File: src/rtl/mem_arb_pkg.sv
// Shared types and constants for the two-port main-memory arbiter.
package mem_arb_pkg;

  localparam int NUM_PORTS  = 2;
  localparam int LINE_WORDS = 4;

  typedef enum logic [1:0] {
    IDLE = 2'd0,
    GNT0 = 2'd1,
    GNT1 = 2'd2
  } arb_state_t;

  function automatic logic is_granted(arb_state_t st, logic port);
    return port ? (st == GNT1) : (st == GNT0);
  endfunction

endpackage

File: src/rtl/mem_arb_stats.sv
// Grant and wait-cycle counters for the memory port arbiter, 32-bit wrapping.
module mem_arb_stats
  import mem_arb_pkg::*;
(
  input  logic        clk,
  input  logic        rst,
  input  logic        req_s0,
  input  logic        req_s1,
  input  arb_state_t  state,
  input  arb_state_t  state_nxt,
  output logic [31:0] grant_count_s0,
  output logic [31:0] grant_count_s1,
  output logic [31:0] wait_cycles_s0,
  output logic [31:0] wait_cycles_s1
);

  logic enter_s0, enter_s1;
  logic wait_s0, wait_s1;

  assign enter_s0 = (state_nxt == GNT0) && (state != GNT0);
  assign enter_s1 = (state_nxt == GNT1) && (state != GNT1);
  assign wait_s0  = req_s0 && !is_granted(state, 1'b0);
  assign wait_s1  = req_s1 && !is_granted(state, 1'b1);

  always_ff @(posedge clk) begin
    if (!rst) begin
      grant_count_s0 <= '0;
      grant_count_s1 <= '0;
      wait_cycles_s0 <= '0;
      wait_cycles_s1 <= '0;
    end else begin
      if (enter_s0) grant_count_s0 <= grant_count_s0 + 32'd1;
      if (enter_s1) grant_count_s1 <= grant_count_s1 + 32'd1;
      if (wait_s0)  wait_cycles_s0 <= wait_cycles_s0 + 32'd1;
      if (wait_s1)  wait_cycles_s1 <= wait_cycles_s1 + 32'd1;
    end
  end

endmodule

File: src/rtl/mem_port_arbiter.sv
// Round-robin arbiter sharing one memory port between I-side (0) and D-side (1).
// Optional counter bank enabled by defining ARB_STATS_EN.
//
// state | meaning
// IDLE  | no port owns memory; strobes forced low, both ports see busy
// GNT0  | port 0 owns memory for a whole line transaction
// GNT1  | port 1 owns memory for a whole line transaction
module mem_port_arbiter
  import mem_arb_pkg::*;
#(
  parameter int ADDR_W = 32,
  parameter int DATA_W = 32
) (
  input  logic              clk,
  input  logic              rst,
  input  logic              req_s0,
  input  logic              req_s1,
  output logic              gnt_s0,
  output logic              gnt_s1,
  input  logic              wr_s0,
  input  logic              wr_s1,
  input  logic              rd_s0,
  input  logic              rd_s1,
  input  logic [ADDR_W-1:0] addr_s0,
  input  logic [ADDR_W-1:0] addr_s1,
  input  logic [DATA_W-1:0] data_wr_s0,
  input  logic [DATA_W-1:0] data_wr_s1,
  output logic [DATA_W-1:0] data_rd_s0,
  output logic [DATA_W-1:0] data_rd_s1,
  output logic              busy_s0,
  output logic              busy_s1,
  output logic              wr_mem,
  output logic              rd_mem,
  output logic [ADDR_W-1:0] addr_mem,
  output logic [DATA_W-1:0] data_wr_mem,
  input  logic [DATA_W-1:0] data_rd_mem,
  input  logic              busy_mem
`ifdef ARB_STATS_EN
  ,
  output logic [31:0]       grant_count_s0,
  output logic [31:0]       grant_count_s1,
  output logic [31:0]       wait_cycles_s0,
  output logic [31:0]       wait_cycles_s1
`endif
);

  arb_state_t state, state_nxt;
  logic       last_gnt;

  always_ff @(posedge clk) begin
    if (!rst) begin
      state    <= IDLE;
      last_gnt <= 1'b1;
    end else begin
      state <= state_nxt;
      if (state == GNT0 && state_nxt != GNT0) last_gnt <= 1'b0;
      if (state == GNT1 && state_nxt != GNT1) last_gnt <= 1'b1;
    end
  end

  always_comb begin
    state_nxt = state;
    case (state)
      IDLE: begin
        if (req_s0 && req_s1)  state_nxt = last_gnt ? GNT0 : GNT1;
        else if (req_s0)       state_nxt = GNT0;
        else if (req_s1)       state_nxt = GNT1;
      end
      // release hands straight to a waiting port with no idle bubble
      GNT0: if (!req_s0) state_nxt = req_s1 ? GNT1 : IDLE;
      GNT1: if (!req_s1) state_nxt = req_s0 ? GNT0 : IDLE;
      default: state_nxt = IDLE;
    endcase
  end

  assign gnt_s0 = (state == GNT0);
  assign gnt_s1 = (state == GNT1);

  always_comb begin
    wr_mem      = 1'b0;
    rd_mem      = 1'b0;
    addr_mem    = '0;
    data_wr_mem = '0;
    busy_s0     = 1'b1;
    busy_s1     = 1'b1;
    data_rd_s0  = '0;
    data_rd_s1  = '0;
    case (state)
      GNT0: begin
        wr_mem      = wr_s0;
        rd_mem      = rd_s0;
        addr_mem    = addr_s0;
        data_wr_mem = data_wr_s0;
        busy_s0     = busy_mem;
        data_rd_s0  = data_rd_mem;
      end
      GNT1: begin
        wr_mem      = wr_s1;
        rd_mem      = rd_s1;
        addr_mem    = addr_s1;
        data_wr_mem = data_wr_s1;
        busy_s1     = busy_mem;
        data_rd_s1  = data_rd_mem;
      end
      default: ;
    endcase
  end

`ifdef ARB_STATS_EN
  mem_arb_stats u_stats (
    .clk            (clk),
    .rst            (rst),
    .req_s0         (req_s0),
    .req_s1         (req_s1),
    .state          (state),
    .state_nxt      (state_nxt),
    .grant_count_s0 (grant_count_s0),
    .grant_count_s1 (grant_count_s1),
    .wait_cycles_s0 (wait_cycles_s0),
    .wait_cycles_s1 (wait_cycles_s1)
  );
`endif

endmodule

File: config.mk
export PLATFORM = sky130hd
export DESIGN_NAME = mem_port_arbiter
export DESIGN_NICKNAME = d
export VERILOG_FILES = /design/src/rtl/mem_arb_pkg.sv /design/src/rtl/mem_arb_stats.sv /design/src/rtl/mem_port_arbiter.sv
export SDC_FILE = /design/constraint.sdc
export NUM_CORES = 1
export LEC_CHECK = 0
export ABC_CLOCK_PERIOD_IN_PS = 1700
export BUFFER_PORTS_ARGS = -buffer_cell sky130_fd_sc_hd__buf_2
export CAP_MARGIN = 20
export CORE_AREA = 2 2 117 119
export CTS_CLUSTER_DIAMETER = 50
export DETAILED_ROUTE_END_ITERATION = 10
export DIE_AREA = 0 0 119 121
export GPL_TIMING_DRIVEN = 0
export SYNTH_ARGS = -nofsm -noshare
export SYNTH_HDL_FRONTEND = slang
export SYNTH_SLANG_ARGS = --single-unit
File: constraint.sdc
create_clock -name clk -period 1.7 [get_ports clk]
set_clock_uncertainty 0.05 [all_clocks]
set_input_delay 0.34 -clock clk [delete_from_list [all_inputs] [get_ports clk]]
set_output_delay 0.34 -clock clk [all_outputs]
set_load 0.005 [all_outputs]
==> results_dict.tcl, run 1 <==
set metrics [dict create \
    status "finished with violations" \
    violations "negative setup slack" \
    start_util_pct 13.5 \
    dp.cells 740 \
    clk_pin_slew_worst_paths_ps 30 \
    rows 42 \
    wl_per_cell_um 14.4 \
    area_growth_pct 172 \
    synth.distinct_cells 26 \
    antenna_cells 0 \
    fin_nets 768 \
    drv_cap 0 \
    max_clock_freq_ghz 0.515 \
    synth_top_family_by_area "simple AND/OR/NAND/NOR gates" \
    synth_nets 437 \
    finalHoldViolations 0 \
    first_pass_iters 4 \
    tightestPinTransition_ps 243 \
    synth.yosys.seq_area_share_pct 3.39 \
    critPathRequiredTime_ps 1310 \
    period_minus_slack_ps 1940 \
    netlist_area_um2 1770 \
    hold_path.class "primary input to flop" \
    fin_ws_ps -241 \
    layout_common_cells "287 x buf_2, 59 x a22oi_2, 55 x nor2b_1, 51 x and2_1, 22 x buf_6" \
    synth_xor_area_share_pct 0 \
    antenna_left 0 \
    grt_max_degree 11 \
    grt_pass1_wl_mm 15.3 \
    slew_headroom_pct 83.7 \
    drv_slew 0 \
    fill_cells 1353 \
    reg2reg_slack_ps 90 \
    die_h_um 121 \
    drc 0 \
    cts_buffers 3 \
    setup_viol 128 \
    layout_commonest_cell "buf_2" \
    ys.warnings.count 0 \
    grt_usage_pct 13.1 \
    clock_path_buffers 2 \
    cts_tree "built" \
    stdcell_count 768 \
    synth_mux_area_share_pct 0.847 \
    htree_levels 1 \
    fin_setup_tns_ps -21570 \
    hpwl_mm 8.17 \
    endpoint "addr_mem[3]" \
    crit_fanout 10 \
    vias 3216 \
    post-route-period-util_pct 114 \
    die_w_um 119 \
    ff2ff_path_depth 7 \
    path_class "flop to output port" \
    globalplace.congestion 0.823 \
    r2r_end "last_gnt$_SDFFE_PP1P_" \
    leakage_nw 2.42 \
    clock_latency_ps 220 \
    numClockSinks 3 \
    drtIter0Drc 100 \
    ios 303 \
    cp.arrival_ps 1550 \
    synth_cells 262 \
    io_buffers 302 \
    power_mw 3.54 \
    core_area_um2 13100 \
    cts-root-buf "clkbuf_16" \
    crit_start "state[1]$_SDFF_PN0_" \
    synth_fa_ha_area_share_pct 4.24 \
    wl_mm 11.0 \
    syn_area_per_cell_um2 6.76 \
    r2r-start "state[0]$_SDFF_PN0_" \
    first_global_vias 2992 \
    place_ws_ps -602 \
    crit_path_end_kind "output port" \
    ys_seq_elements 3 \
    synthSimpleGateAreaFrac_pct 50.7 \
    crit_path_start_kind "flop" \
    p_per_area_nw_per_um2 733 \
    antenna_found_initial 0 \
    die_area_um2 14400 \
    peakVddDrop_uv 282 \
    overflow 0 \
    layout-drive-gt1-share_pct 76.9 \
    synth-compound-area-share_pct 32.8 \
    rsz0062_at_grt "yes" \
    viasPerCell 4.19 \
]
## stage by stage
stage               area [um^2]  util, %  hold slack (ps)
floorplan                  1770        -              477
global placement           3500     26.8              518
detailed placement         3500     26.8              519
CTS                        4380     33.5              416
global route               4820     36.9              472
finish                     4820     36.9              418
## area by class of cell
type	count	area [um^2]	share of cell area [%]
Timing Repair Buffer	326	1990	41.3
Sequential cell	3	67.6	1.40
Clock buffer	4	78.8	1.63
Multi-Input combinational cell	228	2020	41.9
Inverter	3	18.8	0.389
Tap cell	176	220	4.56
Buffer	28	425	8.82
## routing by layer
| layer | wire (um) | track usage, % | vias up |
|---|---|---|---|
| met1 | 4240 | 15.3 | 1466 |
| met4 | 68 | 1.86 | 0 |
| li1 | - | - | 1588 |
| met2 | 5960 | 24.9 | 156 |
| met3 | 761 | 2.68 | 6 |
| met5 | 0 | 0 | - |
## report_power, final
part | leakage, nW | total (mW) | internal, mW | switching (mW)
combinational | 2.36 | 3.05 | 1.82 | 1.23
clock | 0.0382 | 0.376 | 0.310 | 0.0663
sequential | 0.0260 | 0.112 | 0.0891 | 0.0232
total | 2.42 | 3.54 | 2.22 | 1.32
## registers in the layout, summed over array words and instances (netlist names)
name      cells
state         2
last_gnt      1
## worst max-delay path: stages, from the launching register on
cell     delay [ps]
dfxtp_4         380
inv_4            60
ha_4            190
buf_12          160
buf_6           150
a22oi_2         200
nor2b_4          50
buf_2           130
## what timing repair did
| item | CTS | global route |
|---|---|---|
| cloned | 10 | 4 |
| setup buffers | 6 | 5 |
| hold buffers | 0 | 0 |
| pin swaps | 13 | 12 |
| gates resized for setup | 143 | 67 |
| endpoints found under the setup margin | 133 | 129 |
## Yosys cell counts
cell	number	area (um^2)
buf_8	1	15.0
nand2b_1	4	25.0
buf_2	11	55.1
nor3_2	1	10.0
clkbuf_2	1	5.00
and2b_2	1	8.76
and2_1	65	407
nor2_1	2	7.51
o211ai_1	2	15.0
ha_1	6	75.1
dfxtp_1	3	60.1
nand2_1	1	3.75
o2111ai_1	2	17.5
buf_1	1	3.75
o21ai_1	1	5.00
o21bai_1	1	7.51
mux2_4	1	15.0
a21boi_1	1	7.51
o21ai_0	2	10.0
nand3_1	2	10.0
nand3b_1	1	7.51
nor2b_1	67	419
clkbuf_1	14	52.6
a22oi_1	67	503
inv_1	3	11.3
o2111ai_2	1	15.0
## how the worst min path moves through the flow
| stage | end | start | cells past startpoint | slack (ps) |
|---|---|---|---|---|
| 4_1_cts | state[0]$_SDFF_PN0_ | rst | 3 | 420 |
| 5_1_grt | state[0]$_SDFF_PN0_ | rst | 3 | 470 |
| 3_3_place_gp | last_gnt$_SDFFE_PP1P_ | last_gnt$_SDFFE_PP1P_ | 2 | 520 |
| 2_1_floorplan | last_gnt$_SDFFE_PP1P_ | last_gnt$_SDFFE_PP1P_ | 2 | 480 |
| 3_5_place_dp | last_gnt$_SDFFE_PP1P_ | last_gnt$_SDFFE_PP1P_ | 2 | 520 |
| 6_report | state[0]$_SDFF_PN0_ | rst | 3 | 420 |
## cells by family (layout without fill, tap and decap cells)
group,Yosys count,count (layout)
flops,3,3
buf+inv,31,361
compound gates,77,77
mux,1,1
fa+ha+maj,6,6
simple gates,144,144
(Power assumes the default switching activity.)
==> inputs of run 2 (changes only) <==
--- a/config.mk
+++ b/config.mk
@@ -8,11 +8,14 @@
 export ABC_CLOCK_PERIOD_IN_PS = 1700
 export BUFFER_PORTS_ARGS = -buffer_cell sky130_fd_sc_hd__buf_2
 export CAP_MARGIN = 20
-export CORE_AREA = 2 2 117 119
+export CELL_PAD_IN_SITES_DETAIL_PLACEMENT = 0
+export CELL_PAD_IN_SITES_GLOBAL_PLACEMENT = 2
+export CORE_MARGIN = 2
+export CORE_UTILIZATION = 10
 export CTS_CLUSTER_DIAMETER = 50
 export DETAILED_ROUTE_END_ITERATION = 10
-export DIE_AREA = 0 0 119 121
 export GPL_TIMING_DRIVEN = 0
+export PLACE_DENSITY_LB_ADDON = 0.1
 export SYNTH_ARGS = -nofsm -noshare
 export SYNTH_HDL_FRONTEND = slang
 export SYNTH_SLANG_ARGS = --single-unit
==> results_dict.tcl, run 2 (synthesis results as in run 1) <==
set metrics [dict create \
    layout_commonest_cell "buf_2" \
    rows 48 \
    largestRegisters "state x2, last_gnt x1" \
    antenna_found_initial 0 \
    critPathRequiredTime_ps 1310 \
    ios 303 \
    path_buf_inv 4 \
    crit_family "buffers and inverters" \
    die_w_um 137 \
    drtIter0Drc 67 \
    layout_common_cells "303 x buf_2, 65 x and2_1, 58 x nor2b_1, 47 x a22oi_2, 20 x a22oi_1" \
    wl_per_cell_um 15.1 \
    max_clock_freq_ghz 0.516 \
    fin_nets 757 \
    die_h_um 137 \
    antenna_cells 0 \
    first_pass_iters 4 \
    period_minus_slack_ps 1940 \
    slowest_stage "dfxtp_4" \
    peakVddDrop_uv 920 \
    drv_slew 0 \
    cts_tree "built" \
    worst-path-stages 7 \
    drc 0 \
    io_buffers 302 \
    crit_fanout 6 \
    hold_path.class "primary input to flop" \
    post-route-period-util_pct 114 \
    fin_setup_tns_ps -19550 \
    grt_max_degree 11 \
    crit_path_end_kind "output port" \
    htree_levels 1 \
    worstPathCellList "buf_12 -> ha_4 -> buf_12 -> buf_8 -> a22oi_2 -> nor2b_4 -> buf_2" \
    fill_cells 1938 \
    area_growth_pct 150 \
    seq_area_um2 67.6 \
    vias 3142 \
    globalplace.congestion 0.702 \
    wl_mm 12.1 \
    postLayoutCellArea_um2 4430 \
    cts_buffers 3 \
    hold_depth 3 \
    clock_path_buffers 2 \
    layout-drive-gt1-share_pct 71.3 \
    finalHoldViolations 0 \
    drv_cap 0 \
    die_area_um2 18800 \
    slew_headroom_pct 81.7 \
    clk_pin_slew_worst_paths_ps 30 \
    path_class "flop to output port" \
    clock_latency_ps 220 \
    cp.arrival_ps 1550 \
    slowest_delay_ps 350 \
    viasPerCell 3.90 \
    critPathMostFrequentCell "buf_12" \
    crit_path_start_kind "flop" \
    fin_hold_ws_ps 406 \
    leakage_nw 2.26 \
    tightestPinTransition_ps 272 \
    cts-root-buf "clkbuf_16" \
    first_global_vias 3021 \
    p_per_area_nw_per_um2 694 \
    start_util_pct 10.2 \
    largest_reg_flops 2 \
    placed_cell_area_um2 3560 \
    core_area_um2 17300 \
    status "finished with violations" \
    fin_ws_ps -239 \
    overflow 0 \
    violations "negative setup slack" \
    ff2ff_path_depth 8 \
    power_mw 3.08 \
    setup_viol 130 \
    numClockSinks 3 \
    rsz0062_at_grt "yes" \
    antenna_left 0 \
    regMostFlops "state" \
    grt_usage_pct 11.5 \
    hpwl_mm 9.95 \
    multi_input_area_um2 1890 \
    grt_pass1_wl_mm 16.5 \
]
[run 2: cell types whose count changed in the layout (fill, tap and decap cells not counted), moves of 6 or more]
cell	change
buf_6	-17
buf_2	+16
and2_1	+14
and2_4	-14
a22oi_1	+12
a22oi_2	-12
buf_12	-6
[run 2: power by group]
part | switching, mW | internal [mW]
sequential | 0.0223 | 0.0891
clock | 0.0623 | 0.309
combinational | 1.12 | 1.48
total | 1.20 | 1.87
[run 2: worst paths after layout]
path                                            start               endpoint  slack, ps
worst min-delay path                              rst    state[0]$_SDFF_PN0_        410
worst min register to register  last_gnt$_SDFFE_PP1P_  last_gnt$_SDFFE_PP1P_        510
worst max-delay path              state[1]$_SDFF_PN0_            addr_mem[4]       -240
worst max register to register    state[1]$_SDFF_PN0_  last_gnt$_SDFFE_PP1P_        -50
[run 2: layer usage]
metal	routed length, um	track usage (%)	up-vias
met4	0	0.515	0
li1	-	-	1561
met5	0	0	-
met3	817	1.56	0
met2	7230	25.3	132
met1	4090	11.5	1449
[run 2: cell type report]
class	instances	share of cell area [%]
clock buffer	4	1.78
tap	225	6.35
multi-input combinational	228	42.7
sequential	3	1.52
timing repair buffer	315	37.8
buffer	28	9.48
inverter	3	0.367
[run 2: what timing repair did]
action,4_1_cts,5_1_grt
gates cloned,5,0
hold buffers,0,0
setup buffers,8,0
pin swaps,6,3
hold endpoints to repair,0,0
gates resized for setup,132,26
endpoints found under the setup margin,134,131
[run 2: worst reg2reg max path: cells and delay by family (launching register included)]
kind / cells / cell delay, ps
adders and majority gates: 1 / 160
buffers and inverters: 3 / 420
AOI/OAI and AO/OA: 4 / 620
DFF: 1 / 350
[run 2: stage by stage]
step,setup WS (ps),util [%],cells
final,-239,25.6,806
after global routing,-297,25.6,806
after CTS,-234,25.0,806
after detailed placement,-581,20.6,789
after global placement,-579,20.6,789
after floorplan,-3.74,-,262
==> inputs of run 3 (changes only) <==
--- a/config.mk
+++ b/config.mk
@@ -5,6 +5,7 @@
 export SDC_FILE = /design/constraint.sdc
 export NUM_CORES = 1
 export LEC_CHECK = 0
+export ABC_AREA = 1
 export ABC_CLOCK_PERIOD_IN_PS = 1700
 export BUFFER_PORTS_ARGS = -buffer_cell sky130_fd_sc_hd__buf_2
 export CAP_MARGIN = 20
==> results_dict.tcl, run 3 <==
set metrics [dict create \
    ctsHoldBuffers 0 \
    grt_max_degree 11 \
    r2r-start "state[1]$_SDFF_PN0_" \
    synth.distinct_cells 16 \
    fill_cells 2001 \
    drc 0 \
    wl_per_cell_um 12.9 \
    crit_fanout 10 \
    dp.cells 935 \
    leakage_nw 2.87 \
    path_class "flop to output port" \
    synth.area.top_cells "nand2_1 45%, a21oi_1 19%, inv_1 15%" \
    synth_top_area_share_pct 45.0 \
    grt_pass1_wl_mm 17.0 \
    fin_util_pct 26.0 \
    die_h_um 138 \
    fin_hold_ws_ps 317 \
    drv_cap 0 \
    post-route-period-util_pct 112 \
    area_growth_pct 153 \
    ys_top_cells_by_count "214 x nand2_1, 72 x inv_1, 66 x a21oi_1, 23 x buf_2" \
    synthArstFlopShare_pct 0 \
    yosysMostFrequentCell "nand2_1" \
    hp-start "rst" \
    synth.yosys.seq_area_share_pct 3.37 \
    p_per_area_nw_per_um2 604 \
    hold_path.class "primary input to flop" \
    cts_buffers 3 \
    hold_depth 3 \
    antenna_found_initial 1 \
    slew_headroom_pct 83.0 \
    rows 48 \
    clock_path_buffers 2 \
    placed_cell_area_um2 3580 \
    layout_common_cells "302 x buf_2, 193 x nand2_1, 69 x inv_1, 41 x a21oi_2, 24 x a21oi_1" \
    max_clock_freq_ghz 0.523 \
    vias 3601 \
    viasPerCell 3.76 \
    core_area_um2 17400 \
    numClockSinks 3 \
    layout_commonest_cell "buf_2" \
    layout-drive-gt1-share_pct 58.6 \
    netlist_area_um2 1780 \
    stdcell_count 958 \
    reg2reg_slack_ps 50 \
    synth_cells 408 \
    die_area_um2 18900 \
    die_w_um 138 \
    critPathRequiredTime_ps 1310 \
    tightestPinTransition_ps 255 \
    synth_top_area_cell "nand2_1" \
    antenna_left 0 \
    crit_path_end_kind "output port" \
    htree_levels 1 \
    synth_edf_count 0 \
    violations "negative setup slack" \
    io_buffers 302 \
    regMostFlops "state" \
    first_pass_iters 4 \
    period_minus_slack_ps 1910 \
    ios 303 \
    largestRegisters "state x2, last_gnt x1" \
    wl_mm 12.3 \
    hpwl_mm 9.83 \
    postLayoutCellArea_um2 4520 \
    cts_tree "built" \
    finalHoldViolations 0 \
    cts-root-buf "clkbuf_16" \
    fin_ws_ps -211 \
    first_global_vias 3303 \
    drv_slew 0 \
    cp.arrival_ps 1520 \
    peakVddDrop_uv 246 \
    rsz0062_at_grt "yes" \
    start_util_pct 10.3 \
    r2r_end "last_gnt$_SDFFE_PP1P_" \
    ys.warnings.count 0 \
    syn_area_per_cell_um2 4.37 \
    whs_endpoint "state[0]$_SDFF_PN0_" \
    power_mw 2.73 \
    overflow 0 \
    synthFlopType "dfxtp_1" \
    clock_latency_ps 220 \
    synth_nets 583 \
    largest_reg_flops 2 \
    ff2ff_path_depth 9 \
    fin_nets 908 \
    ys_seq_elements 3 \
    globalplace.congestion 0.716 \
    setup_viol 128 \
    drtIter0Drc 59 \
    clk_pin_slew_worst_paths_ps 30 \
    crit_path_start_kind "flop" \
    status "finished with violations" \
    grt_usage_pct 11.5 \
]
## run 3: cell type report
class	count	area, um^2	share of cell area [%]
Tap cell	225	282	6.23
Antenna cell	1	2.50	0.0554
Clock buffer	4	78.8	1.75
Buffer	28	405	8.98
Sequential cell	3	67.6	1.50
Timing Repair Buffer	321	1800	39.8
Multi-Input combinational cell	303	1600	35.4
Inverter	73	284	6.29
## run 3: where the power goes
group	total (mW)	leakage [nW]	internal [mW]	switching [mW]
registers	0.107	0.0261	0.0876	0.0196
clock network	0.374	0.0382	0.310	0.0650
logic	2.25	2.80	1.10	1.15
## run 3: repair_timing
| action | 4_1_cts | 5_1_grt |
|---|---|---|
| cloned | 4 | 2 |
| resized for setup | 129 | 56 |
| pin swaps | 5 | 9 |
| setup endpoints to repair | 132 | 129 |
| buffers inserted | 12 | 2 |
## run 3: logic make-up after synthesis
family	after synthesis	share of synthesized area (%)
flops	3	3.37
fa+ha+maj	6	4.21
simple gates	229	49.1
compound gates	68	19.4
buf+inv	102	23.9
## run 3: layer usage
layer | share of wire [%] | track usage (%) | vias to the layer above
met5 | 0 | 0 | -
met4 | 1.3 | 2.41 | 0
met3 | 12 | 3.90 | 10
met2 | 52 | 22.7 | 197
met1 | 35 | 11.4 | 1538
li1 | - | - | 1856
## run 3: worst max path at each step
stage                              startpoint              end
after floorplan           state[0]$_SDFF_PN0_      addr_mem[0]
after global placement    state[0]$_SDFF_PN0_     addr_mem[28]
after detailed placement  state[0]$_SDFF_PN0_     addr_mem[28]
after CTS                 state[0]$_SDFF_PN0_     addr_mem[28]
after global routing      state[0]$_SDFF_PN0_     addr_mem[26]
final                     state[1]$_SDFF_PN0_  data_wr_mem[26]
## run 3: worst max-delay path, cell delays in order (launching register included)
cell and delay, ps:
dfxtp_4 380, inv_6 50, ha_4 270, inv_4 40, buf_12 140, buf_8 140
a21oi_1 130, buf_2 130
## run 3: per-stage QoR
stage / worst slack [ps] / TNS (ps)
after detailed placement: -500 / -35770
after floorplan: 49.0 / 0
after CTS: -210 / -15040
after global routing: -265 / -22280
after global placement: -485 / -34200
final: -211 / -14100
